===== src/rtl/bft_pkg.sv =====
// Shared definitions for the BFT leaf configuration sequencer:
// packet field offsets, the config port, route-entry slices and FSM encoding.
package bft_pkg;

  // Config packet field positions
  localparam int PKT_VALID_BIT    = 48;
  localparam int PKT_TGT_LSB      = 44;
  localparam int PKT_PORT_LSB     = 40;
  localparam int PKT_IDX_LSB      = 33;
  localparam int PKT_IDX_BITS     = 7;
  localparam int PKT_CFG_BIT      = 32;
  localparam int PKT_OUT_IDX_LSB  = 28;
  localparam int PKT_DST_LEAF_LSB = 24;
  localparam int PKT_DST_PORT_LSB = 20;
  localparam int PKT_PAYLOAD_BITS = 32;

  // Config packets are always addressed to port 0 of the target leaf
  localparam logic [3:0] CFG_PORT = 4'd0;

  // Route-table entry slices: {tgt_leaf, out_idx, dst_leaf, dst_port}
  localparam int ENT_TGT_LSB      = 12;
  localparam int ENT_OUT_IDX_LSB  = 8;
  localparam int ENT_DST_LEAF_LSB = 4;
  localparam int ENT_DST_PORT_LSB = 0;

  typedef enum logic [2:0] {
    ST_IDLE = 3'd0,
    ST_READ = 3'd1,
    ST_LOAD = 3'd2,
    ST_SEND = 3'd3,
    ST_GAP  = 3'd4,
    ST_DONE = 3'd5
  } cfg_state_e;

endpackage


===== src/rtl/cfg_gap_counter.sv =====
// Loadable down-counter with zero flag; paces the idle gap between packets.
module cfg_gap_counter #(
  parameter int WIDTH = 1
) (
  input  logic             clk,
  input  logic             reset_n,
  input  logic             clr,
  input  logic             load,
  input  logic [WIDTH-1:0] load_val,
  input  logic             dec,
  output logic             zero
);

  logic [WIDTH-1:0] cnt_q, cnt_d;

  // Next count: clear wins over load, load wins over decrement; never underflows
  always_comb begin
    cnt_d = cnt_q;
    if (clr) begin
      cnt_d = '0;
    end else if (load) begin
      cnt_d = load_val;
    end else if (dec && (cnt_q != '0)) begin
      cnt_d = cnt_q - WIDTH'(1);
    end else begin
      cnt_d = cnt_q;
    end
  end

  // Count register
  always_ff @(posedge clk or negedge reset_n) begin
    if (!reset_n) begin
      cnt_q <= '0;
    end else begin
      cnt_q <= cnt_d;
    end
  end

  assign zero = (cnt_q == '0);

endmodule


===== src/rtl/leaf_config_sequencer.sv =====
// Post-reset configuration engine: walks the route-table ROM and sends one
// config packet per entry into a BFT leaf, holding user logic in reset until
// every packet has been accepted.
// Optional build macro LEAF_CFG_CHECKSUM_EN adds an XOR accumulator of the
// accepted payloads on cfg_checksum (tied to zero otherwise).
module leaf_config_sequencer
  import bft_pkg::*;
#(
  parameter int PACKET_BITS     = 49,
  parameter int NUM_LEAF_BITS   = 4,
  parameter int NUM_PORT_BITS   = 4,
  parameter int NUM_ENTRIES     = 16,
  parameter int TABLE_ADDR_BITS = 4,
  parameter int GAP_CYCLES      = 2
) (
  input  logic                       clk,
  input  logic                       reset_n,
  input  logic                       resend,
  output logic                       tbl_rd_en,
  output logic [TABLE_ADDR_BITS-1:0] tbl_rd_addr,
  input  logic [15:0]                tbl_rd_data,
  output logic [PACKET_BITS-1:0]     dout_leaf_cfg2bft,
  input  logic                       bft_accept,
  output logic                       cfg_done,
  output logic                       user_reset_n,
  output logic [31:0]                cfg_checksum
);

  localparam int GAP_W = (GAP_CYCLES > 1) ? $clog2(GAP_CYCLES) : 1;
  // Loaded with GAP_CYCLES-1 so the GAP state lasts exactly GAP_CYCLES cycles
  localparam logic [GAP_W-1:0] GAP_LOAD = GAP_W'((GAP_CYCLES > 0) ? (GAP_CYCLES - 1) : 0);
  localparam logic [TABLE_ADDR_BITS-1:0] LAST_IDX = TABLE_ADDR_BITS'(NUM_ENTRIES - 1);

  cfg_state_e                 state_q, state_d;
  logic [TABLE_ADDR_BITS-1:0] idx_q, idx_d;
  logic                       rd_en_q, rd_en_d;
  logic [TABLE_ADDR_BITS-1:0] rd_addr_q, rd_addr_d;
  logic [PACKET_BITS-1:0]     pkt_q, pkt_d;
  logic                       done_q, done_d;
  logic                       ureset_q, ureset_d;
  logic [PACKET_BITS-1:0]     load_pkt_s;
  logic                       gap_clr_s, gap_load_s, gap_dec_s, gap_zero_s;

  cfg_gap_counter #(.WIDTH(GAP_W)) u_gap (
    .clk      (clk),
    .reset_n  (reset_n),
    .clr      (gap_clr_s),
    .load     (gap_load_s),
    .load_val (GAP_LOAD),
    .dec      (gap_dec_s),
    .zero     (gap_zero_s)
  );

  // Assemble the config packet from the ROM word returned for the current index
  always_comb begin
    load_pkt_s = '0;
    load_pkt_s[PKT_VALID_BIT] = 1'b1;
    load_pkt_s[PKT_TGT_LSB +: NUM_LEAF_BITS]      = tbl_rd_data[ENT_TGT_LSB +: NUM_LEAF_BITS];
    load_pkt_s[PKT_PORT_LSB +: NUM_PORT_BITS]     = NUM_PORT_BITS'(CFG_PORT);
    load_pkt_s[PKT_IDX_LSB +: PKT_IDX_BITS]       = PKT_IDX_BITS'(idx_q);
    load_pkt_s[PKT_CFG_BIT] = 1'b1;
    load_pkt_s[PKT_OUT_IDX_LSB +: NUM_PORT_BITS]  = tbl_rd_data[ENT_OUT_IDX_LSB +: NUM_PORT_BITS];
    load_pkt_s[PKT_DST_LEAF_LSB +: NUM_LEAF_BITS] = tbl_rd_data[ENT_DST_LEAF_LSB +: NUM_LEAF_BITS];
    load_pkt_s[PKT_DST_PORT_LSB +: NUM_PORT_BITS] = tbl_rd_data[ENT_DST_PORT_LSB +: NUM_PORT_BITS];
  end

  // Sequencer next-state and next-output logic; resend overrides every state
  always_comb begin
    state_d    = state_q;
    idx_d      = idx_q;
    rd_en_d    = 1'b0;
    rd_addr_d  = rd_addr_q;
    pkt_d      = pkt_q;
    done_d     = done_q;
    ureset_d   = ureset_q;
    gap_clr_s  = 1'b0;
    gap_load_s = 1'b0;
    gap_dec_s  = 1'b0;
    if (resend) begin
      state_d   = ST_READ;
      idx_d     = '0;
      rd_en_d   = 1'b1;
      rd_addr_d = '0;
      pkt_d     = '0;
      done_d    = 1'b0;
      ureset_d  = 1'b0;
      gap_clr_s = 1'b1;
    end else begin
      case (state_q)
        ST_IDLE: begin
          state_d   = ST_READ;
          rd_en_d   = 1'b1;
          rd_addr_d = idx_q;
        end
        ST_READ: begin
          state_d = ST_LOAD;
        end
        ST_LOAD: begin
          pkt_d   = load_pkt_s;
          state_d = ST_SEND;
        end
        ST_SEND: begin
          if (bft_accept) begin
            pkt_d = '0;
            if (idx_q == LAST_IDX) begin
              state_d  = ST_DONE;
              done_d   = 1'b1;
              ureset_d = 1'b1;
            end else if (GAP_CYCLES == 0) begin
              idx_d     = idx_q + TABLE_ADDR_BITS'(1);
              state_d   = ST_READ;
              rd_en_d   = 1'b1;
              rd_addr_d = idx_q + TABLE_ADDR_BITS'(1);
            end else begin
              idx_d      = idx_q + TABLE_ADDR_BITS'(1);
              state_d    = ST_GAP;
              gap_load_s = 1'b1;
            end
          end else begin
            state_d = ST_SEND;
          end
        end
        ST_GAP: begin
          if (gap_zero_s) begin
            state_d   = ST_READ;
            rd_en_d   = 1'b1;
            rd_addr_d = idx_q;
          end else begin
            gap_dec_s = 1'b1;
          end
        end
        ST_DONE: begin
          state_d = ST_DONE;
        end
        default: begin
          state_d = ST_IDLE;
        end
      endcase
    end
  end

  // Sequencer state and registered outputs
  always_ff @(posedge clk or negedge reset_n) begin
    if (!reset_n) begin
      state_q   <= ST_IDLE;
      idx_q     <= '0;
      rd_en_q   <= 1'b0;
      rd_addr_q <= '0;
      pkt_q     <= '0;
      done_q    <= 1'b0;
      ureset_q  <= 1'b0;
    end else begin
      state_q   <= state_d;
      idx_q     <= idx_d;
      rd_en_q   <= rd_en_d;
      rd_addr_q <= rd_addr_d;
      pkt_q     <= pkt_d;
      done_q    <= done_d;
      ureset_q  <= ureset_d;
    end
  end

  assign tbl_rd_en         = rd_en_q;
  assign tbl_rd_addr       = rd_addr_q;
  assign dout_leaf_cfg2bft = pkt_q;
  assign cfg_done          = done_q;
  assign user_reset_n      = ureset_q;

`ifdef LEAF_CFG_CHECKSUM_EN
  logic [31:0] csum_q, csum_d;

  // Fold each accepted payload into the running XOR; resend restarts it
  always_comb begin
    if (resend) begin
      csum_d = 32'd0;
    end else if ((state_q == ST_SEND) && bft_accept) begin
      csum_d = csum_q ^ pkt_q[PKT_PAYLOAD_BITS-1:0];
    end else begin
      csum_d = csum_q;
    end
  end

  // Checksum register
  always_ff @(posedge clk or negedge reset_n) begin
    if (!reset_n) begin
      csum_q <= 32'd0;
    end else begin
      csum_q <= csum_d;
    end
  end

  assign cfg_checksum = csum_q;
`else
  assign cfg_checksum = 32'd0;
`endif

endmodule


===== config.mk =====
export PLATFORM = sky130hd
export DESIGN_NAME = leaf_config_sequencer
export DESIGN_NICKNAME = d
export VERILOG_FILES = /design/src/rtl/bft_pkg.sv /design/src/rtl/cfg_gap_counter.sv /design/src/rtl/leaf_config_sequencer.sv
export SDC_FILE = /design/constraint.sdc
export NUM_CORES = 1
export LEC_CHECK = 0
export BUFFER_PORTS_ARGS = -buffer_cell sky130_fd_sc_hd__buf_2
export CORE_UTILIZATION = 44
export DETAILED_ROUTE_END_ITERATION = 7
export PLACE_DENSITY = 0.8
export SYNTH_ARGS = -nofsm -noshare
export SYNTH_HDL_FRONTEND = slang
export SYNTH_SLANG_ARGS = --single-unit

===== constraint.sdc =====
create_clock -name clk -period 1.7 [get_ports clk]
set_input_delay 0.255 -clock clk [delete_from_list [all_inputs] [get_ports clk]]
set_output_delay 0.255 -clock clk [all_outputs]
set_load 0.02 [all_outputs]

==> results of run 1 <==
## repair_timing
item | CTS | global route
buffers inserted | 0 | 0
endpoints found under the hold margin | 27 | 0
hold buffers | 1 | 0
## cell families (layout without fill, tap and decap cells)
kind of cell / count (synthesis) / after routing / share of synthesized area [%]
AND/OR/NAND/NOR: 23 / 23 / 7.59
adder cells (fa/ha/maj): 1 / 1 / 0.660
buffers and inverters: 71 / 63 / 27.1
flip-flops: 35 / 35 / 46.2
AO/OA/AOI/OAI: 38 / 38 / 16.2
multiplexers: 4 / 4 / 2.11
other: 1 / 59 / 0.198
## cell usage after synthesis
library cell / instances
sky130_fd_sc_hd__a211oi_4: 1
sky130_fd_sc_hd__clkbuf_1: 1
sky130_fd_sc_hd__and3_1: 1
sky130_fd_sc_hd__a22o_1: 20
sky130_fd_sc_hd__inv_1: 3
sky130_fd_sc_hd__nor2_1: 7
sky130_fd_sc_hd__o311ai_0: 1
sky130_fd_sc_hd__ha_1: 1
sky130_fd_sc_hd__nand4b_4: 1
sky130_fd_sc_hd__mux2i_1: 4
sky130_fd_sc_hd__or2_2: 1
sky130_fd_sc_hd__a21o_1: 1
sky130_fd_sc_hd__nor3_1: 2
sky130_fd_sc_hd__buf_4: 65
sky130_fd_sc_hd__a31oi_2: 1
sky130_fd_sc_hd__and4b_1: 2
sky130_fd_sc_hd__a31oi_1: 1
sky130_fd_sc_hd__o31ai_1: 1
sky130_fd_sc_hd__dfrtp_1: 35
sky130_fd_sc_hd__conb_1: 1
sky130_fd_sc_hd__o21ai_0: 2
sky130_fd_sc_hd__buf_2: 2
sky130_fd_sc_hd__or3_1: 2
sky130_fd_sc_hd__or4_1: 1
sky130_fd_sc_hd__o211ai_1: 1
sky130_fd_sc_hd__a21oi_1: 7
sky130_fd_sc_hd__nand2b_1: 2
sky130_fd_sc_hd__a211oi_1: 1
sky130_fd_sc_hd__nand3_1: 3
sky130_fd_sc_hd__nand2_1: 1
sky130_fd_sc_hd__o41ai_1: 1
## worst register-to-register path: stages, from the launching register on
cell and delay (ns):
sky130_fd_sc_hd__dfrtp_1 0.42, sky130_fd_sc_hd__ha_1 0.26, sky130_fd_sc_hd__nand3_1 0.13, sky130_fd_sc_hd__a21oi_1 0.07, sky130_fd_sc_hd__or4_1 0.49
## metrics by stage
step | cell area [um2] | util [%] | power [mW] | hold slack [ns]
6_report | 2060 | 50.9 | 2.00 | 0.183
5_1_grt | 2060 | 50.9 | 2.09 | 0.175
4_1_cts | 2060 | 50.9 | 2.02 | 0.177
3_5_place_dp | 1940 | 47.9 | 1.28 | 0.310
3_3_place_gp | 1940 | 47.9 | 1.27 | 0.306
2_1_floorplan | 2110 | - | 1.30 | -0.0406
## area by class of cell
| type | instances | area [um2] | share of cell area, % |
|---|---|---|---|
| multi-input combinational | 125 | 729 | 35.3 |
| clock inverter | 3 | 43.8 | 2.12 |
| clock buffer | 5 | 68.8 | 3.33 |
| inverter | 3 | 11.3 | 0.545 |
| sequential | 35 | 876 | 42.4 |
| tap | 50 | 62.6 | 3.03 |
| timing repair buffer | 52 | 273 | 13.2 |
## report_power, final
group          internal, mW  switching (mW)  leakage (nW)  total [mW]
Sequential            0.871          0.0483         0.478       0.919
Combinational        0.0934           0.251         0.636       0.344
Clock                 0.436           0.297        0.0581       0.733
## metal layers
metal	global-route usage [%]	vias to the layer above	part of all wire [%]
met1	15.3	565	43
met2	21.5	72	45
met3	5.07	6	10
met5	0	-	0
li1	-	583	-
met4	7.18	0	1.3
## sequential cells by signal, indices dropped and copies added, names as in the netlist
| register | flops |
|---|---|
| u_gap.cnt_q | 1 |
| tbl_rd_en | 1 |
| idx_q | 4 |
| user_reset_n | 1 |
| tbl_rd_addr | 4 |
| dout_leaf_cfg2bft | 21 |
| state_q | 3 |
## final timing paths
check	startpoint	end	cells after the start
worst max-delay path	idx_q[0]	state_q[0]	4
min in group asynchronous	reset_n	state_q[2]	3
worst min-delay path	tbl_rd_data[0]	dout_leaf_cfg2bft[20]	2
worst min register to register	dout_leaf_cfg2bft[47]	dout_leaf_cfg2bft[47]	1
worst max register to register	idx_q[0]	state_q[0]	4
max in group asynchronous	reset_n	idx_q[1]	3
==> run summary, run 1 <==
Finish
* **most frequent cells in the layout** sky130_fd_sc_hd__conb_1 (59), sky130_fd_sc_hd__buf_2 (48), sky130_fd_sc_hd__dfrtp_1 (35)
* **count of filler cells inserted in the layout** 371
* **Area growth, synth to finish** 8.91%
* **number of nets in the layout** 243
* **number of cells in the finished layout apart from fillers** 273
* **proportion of layout cells with a drive suffix above 1** 28.7%
* **leading cell type in the layout, fill and taps excluded** sky130_fd_sc_hd__conb_1
* **number of antenna repair diodes** 0

Timing
* **crit share post-route** 88.0%
* **setup_tns** 0 ns
* **worst setup margin** 0.204 ns
* **Clock Skew** 0.00647 ns
* **final number of hold-violating endpoints** 0
* **count of pins over their slew limit** 0
* **RSZ-0062 raised after global routing** no
* **final critical-path required period** 1.50 ns
* **Final setup violation count** 0
* **maximum clock frequency** 668 MHz

Setup path
* **top cell family by delay on the critical path** simple AND/OR/NAND/NOR gates
* **number of buffers and inverters on the critical path** 0
* **classification of the worst setup path** reg2reg
* **cell-by-cell listing of the critical path** ha_1, nand3_1, a21oi_1, or4_1
* **internal reg-to-reg setup slack** 0.20 ns
* **slowest cell on the critical path** sky130_fd_sc_hd__or4_1
* **delay of the slowest cell on the worst path** 0.49 ns
* **largest fanout of any net on the critical path** 6
* **worst endpoint required time** 1.87 ns
* **crit end category** flop
* **Worst Path Arrival** 1.66 ns
* **kind of start point of the critical path** flop

Clock network
* **H-tree depth** 2
* **TritonCTS clock tree** built
* **post-CTS sizing** 0
* **Max Root-Sink Buffers** 2
* **Reg clk slew, reported paths** 0.07 ns
* **sink count of the clock tree** 35
* **Clk Tree Root Cell** sky130_fd_sc_hd__clkbuf_8
* **total CTS buffers** 5
* **later-pin clock latency in the skew report** 0.29 ns

Global routing
* **total track usage** 13.4%
* **maximum number of pins on one net before global-route repair** 36
* **number of antenna violations at the first check in global routing** 0
* **vias in the first global route** 914
* **GRT Residual Overflow** 0
* **wire length of the first global-routing pass** 4290 um

Die
* **Starting Density** 46.7%
* **Die Outline Area** 0.00457 mm2
* **Vert. Die Dim** 67.6 um
* **number of top-level design ports** 108
* **Die Span X** 67.6 um
* **area of the core** 0.00406 mm2
* **site row count** 23

Run
* **total of max-cap violations** 0

Route
* **remaining antenna violation count after routing** 0
* **number of iterations in the first detailed-routing pass** 4
* **post-detailed-route wirelength per cell** 11.3 um
* **routed wire length** 3090 um
* **vias post-DR** 1226
* **vias per inst** 4.49
* **DRC violations left** 0
* **Initial DRC Count** 64

Logic synthesis
* **Syn Inst Count** 173
* **largest cells by area after synthesis** sky130_fd_sc_hd__dfrtp_1 (46%), sky130_fd_sc_hd__buf_4 (26%), sky130_fd_sc_hd__a22o_1 (9.2%), sky130_fd_sc_hd__mux2i_1 (2.1%), sky130_fd_sc_hd__a21oi_1 (1.8%)
* **count of warnings emitted by yosys** 0
* **sequential area share after synthesis** 46.2%
* **post-synth cell types** 31
* **post-synthesis register bit count** 35
* **average cell area after synthesis** 11.0 um2
* **largest area contributor in the synthesized netlist** sky130_fd_sc_hd__dfrtp_1
* **post-synthesis cell area** 0.00190 mm2
* **Synth top area share** 46.2%

Place
* **Final HPWL DP** 2150 um
* **number of buffers inserted by port buffering** 48
* **placed instance count** 264
* **setup slack after placement** 0.209 ns
* **weighted congestion at the end of routability-driven global placement** 0.787

Power and ir drop
* **leakage dissipation** 1.17 nW
* **Max IR drop VDD** 0.515 mV
* **Cell Pwr Density** 967 mW/mm2

Outcome
* **outcome** finished clean

Worst hold path
* **Hold WC Path Type** in2reg

No activity file was read; power rests on OpenSTA's default activity.
==> run 2, diff against run 1 <==
--- a/config.mk
+++ b/config.mk
@@ -11,4 +11,5 @@
 export PLACE_DENSITY = 0.8
 export SYNTH_ARGS = -nofsm -noshare
 export SYNTH_HDL_FRONTEND = slang
+export SYNTH_HIERARCHICAL = 1
 export SYNTH_SLANG_ARGS = --single-unit
==> constraint.sdc (replaced) <==
create_clock -name clk -period 1.5 [get_ports clk]
set_input_delay 0.225 -clock clk [delete_from_list [all_inputs] [get_ports clk]]
set_output_delay 0.225 -clock clk [all_outputs]
set_load 0.02 [all_outputs]
==> run 2 against run 1 <==
  * Die area is 1.9% higher
  * First-iteration DRC count fell by 23%
  * Cell count increased by 4.4%
  * Global-route usage about the same
  * Synthesized cell count grew 4.0%
  * Power rose by 12%
  * Critical path depth increased by 1
  * Largest cell class unchanged
  * Largest power group unchanged
==> run summary, run 2 <==
Global routing
* **wire length of the first global-routing pass** 4400 um
* **maximum number of pins on one net before global-route repair** 36
* **vias in the first global route** 965
* **GRT Residual Overflow** 0
* **total track usage** 13.4%
* **number of antenna violations at the first check in global routing** 0

Logic synthesis
* **post-synthesis cell area** 0.00193 mm2
* **count of warnings emitted by yosys** 6
* **Post-synth EDFFs** 0
* **Synth top area share** 45.3%
* **sequential area share after synthesis** 45.3%
* **largest area contributor in the synthesized netlist** sky130_fd_sc_hd__dfrtp_1
* **post-synthesis register bit count** 35
* **leading post-synthesis cells by instance count** sky130_fd_sc_hd__buf_4 (64), sky130_fd_sc_hd__dfrtp_1 (35), sky130_fd_sc_hd__a22o_1 (20)
* **Top FF cell, synth** sky130_fd_sc_hd__dfrtp_1
* **largest cells by area after synthesis** sky130_fd_sc_hd__dfrtp_1 (45%), sky130_fd_sc_hd__buf_4 (25%), sky130_fd_sc_hd__a22o_1 (9.1%), sky130_fd_sc_hd__nand2b_1 (1.6%), sky130_fd_sc_hd__mux2i_1 (1.6%)
* **post-synth cell types** 32
* **average cell area after synthesis** 10.7 um2
* **library cell with the highest instance count after synthesis** sky130_fd_sc_hd__buf_4
* **async set or reset register ratio after synthesis** 100%
* **Syn Inst Count** 180

Clock network
* **later-pin clock latency in the skew report** 0.28 ns
* **Max Root-Sink Buffers** 2
* **TritonCTS clock tree** built
* **H-tree depth** 2
* **total CTS buffers** 5
* **Reg clk slew, reported paths** 0.07 ns
* **sink count of the clock tree** 35
* **Clk Tree Root Cell** sky130_fd_sc_hd__clkbuf_8

Timing
* **count of pins over their slew limit** 0
* **setup_tns** 0 ns
* **RSZ-0062 raised after global routing** no
* **Final setup violation count** 0
* **final critical-path required period** 1.43 ns
* **worst setup margin** 0.0664 ns
* **maximum clock frequency** 698 MHz
* **final number of hold-violating endpoints** 0
* **crit share post-route** 95.6%
* **Clock Skew** 0.00795 ns

Route
* **routed wire length** 3090 um
* **post-detailed-route wirelength per cell** 10.9 um
* **vias per inst** 4.46
* **remaining antenna violation count after routing** 0
* **DRC violations left** 0
* **number of iterations in the first detailed-routing pass** 4
* **vias post-DR** 1271
* **Initial DRC Count** 49

Die
* **area of the core** 0.00412 mm2
* **Starting Density** 47.0%
* **Die Span X** 68.3 um
* **site row count** 23
* **number of top-level design ports** 108
* **Vert. Die Dim** 68.3 um
* **Die Outline Area** 0.00466 mm2

Place
* **number of buffers inserted by port buffering** 48
* **weighted congestion at the end of routability-driven global placement** 0.854
* **Final HPWL DP** 2230 um
* **setup slack after placement** 0.0690 ns

Run
* **total of max-cap violations** 0

Outcome
* **outcome** finished clean

Setup path
* **largest fanout of any net on the critical path** 7
* **crit end category** flop
* **classification of the worst setup path** reg2reg
* **Worst Path Arrival** 1.61 ns
* **worst endpoint required time** 1.67 ns
* **kind of start point of the critical path** flop

Worst hold path
* **Hold WC Path Type** in2reg

Power and ir drop
* **Cell Pwr Density** 1040 mW/mm2
* **Max IR drop VDD** 0.497 mV
* **sum of internal, switching and leakage power** 2.23 mW
* **leakage dissipation** 1.23 nW

Finish
* **Area growth, synth to finish** 11.5%
* **proportion of layout cells with a drive suffix above 1** 31.5%
* **most frequent cells in the layout** sky130_fd_sc_hd__conb_1 (60), sky130_fd_sc_hd__buf_2 (48), sky130_fd_sc_hd__dfrtp_1 (33)
* **number of nets in the layout** 256
* **flip-flop count of the largest register after layout** 21
* **leading cell type in the layout, fill and taps excluded** sky130_fd_sc_hd__conb_1
* **number of antenna repair diodes** 0

-- run 2: final timing paths --
| check | slack [ns] | cells after the start | end | startpoint |
|---|---|---|---|---|
| hold reg to reg | 0.50 | 1 | dout_leaf_cfg2bft[32] | dout_leaf_cfg2bft[32] |
| setup / recovery | 0.07 | 5 | u_gap/cnt_q | state_q[2] |
| setup reg to reg | 0.07 | 5 | u_gap/cnt_q | state_q[2] |
| hold / removal | 0.16 | 2 | dout_leaf_cfg2bft[31] | tbl_rd_data[11] |
| max in group asynchronous | 0.66 | 3 | state_q[1] | reset_n |
| min in group asynchronous | 0.51 | 3 | dout_leaf_cfg2bft[32] | reset_n |
-- run 2: final cells by class --
| class | instances | area [um2] |
|---|---|---|
| clock buffer | 6 | 72.6 |
| clock inverter | 1 | 30.0 |
| inverter | 8 | 30.0 |
| tap | 50 | 62.6 |
| timing repair buffer | 58 | 330 |
| multi-input combinational | 127 | 751 |
| fill | 369 | 1960 |
| sequential | 35 | 878 |
-- run 2: layer usage --
layer	part of all wire, %	GRT usage, %
met1	45	16.1
met2	45	20.8
met3	9.0	5.50
met4	1.1	6.25
met5	0	0
-- run 2: worst max-delay path, cell delays in order (launching register included) --
cell	delay [ns]
sky130_fd_sc_hd__dfrtp_1	0.43
sky130_fd_sc_hd__and4b_4	0.38
sky130_fd_sc_hd__and2_4	0.16
sky130_fd_sc_hd__nor2b_1	0.19
sky130_fd_sc_hd__nand3b_1	0.11
sky130_fd_sc_hd__o41ai_2	0.06
-- run 2: kinds of logic after synthesis --
group,count (synthesis),share of synthesized area [%]
AOI/OAI and AO/OA,31,13.4
adders and majority gates,1,0.647
buffers and inverters,76,27.4
DFF,35,45.3
muxes,6,3.49
other,2,0.388
and+or+nand+nor,29,9.32
-- run 2: per-stage QoR --
| step | util, % | hold slack (ns) | instances | instance area, um2 |
|---|---|---|---|---|
| floorplan | - | -0.0706 | 238 | 2150 |
| global placement | 49.4 | 0.275 | 276 | 2030 |
| detailed placement | 49.4 | 0.287 | 276 | 2030 |
| CTS | 52.1 | 0.155 | 284 | 2140 |
| global route | 52.4 | 0.152 | 285 | 2150 |
| finish | 52.4 | 0.164 | 285 | 2150 |
-- run 2: power by group --
group          internal [mW]  switching (mW)  leakage (nW)
registers              0.988          0.0375         0.476
clock network          0.487           0.303        0.0513
logic                  0.123           0.292         0.699
total                   1.60           0.633          1.23
-- run 2: what timing repair did --
item                                    CTS  global route
buffers inserted                          0             1
hold endpoints to repair                 35             0
hold buffers                              1             0
endpoints found under the setup margin    0             3
resized for setup                         0             2
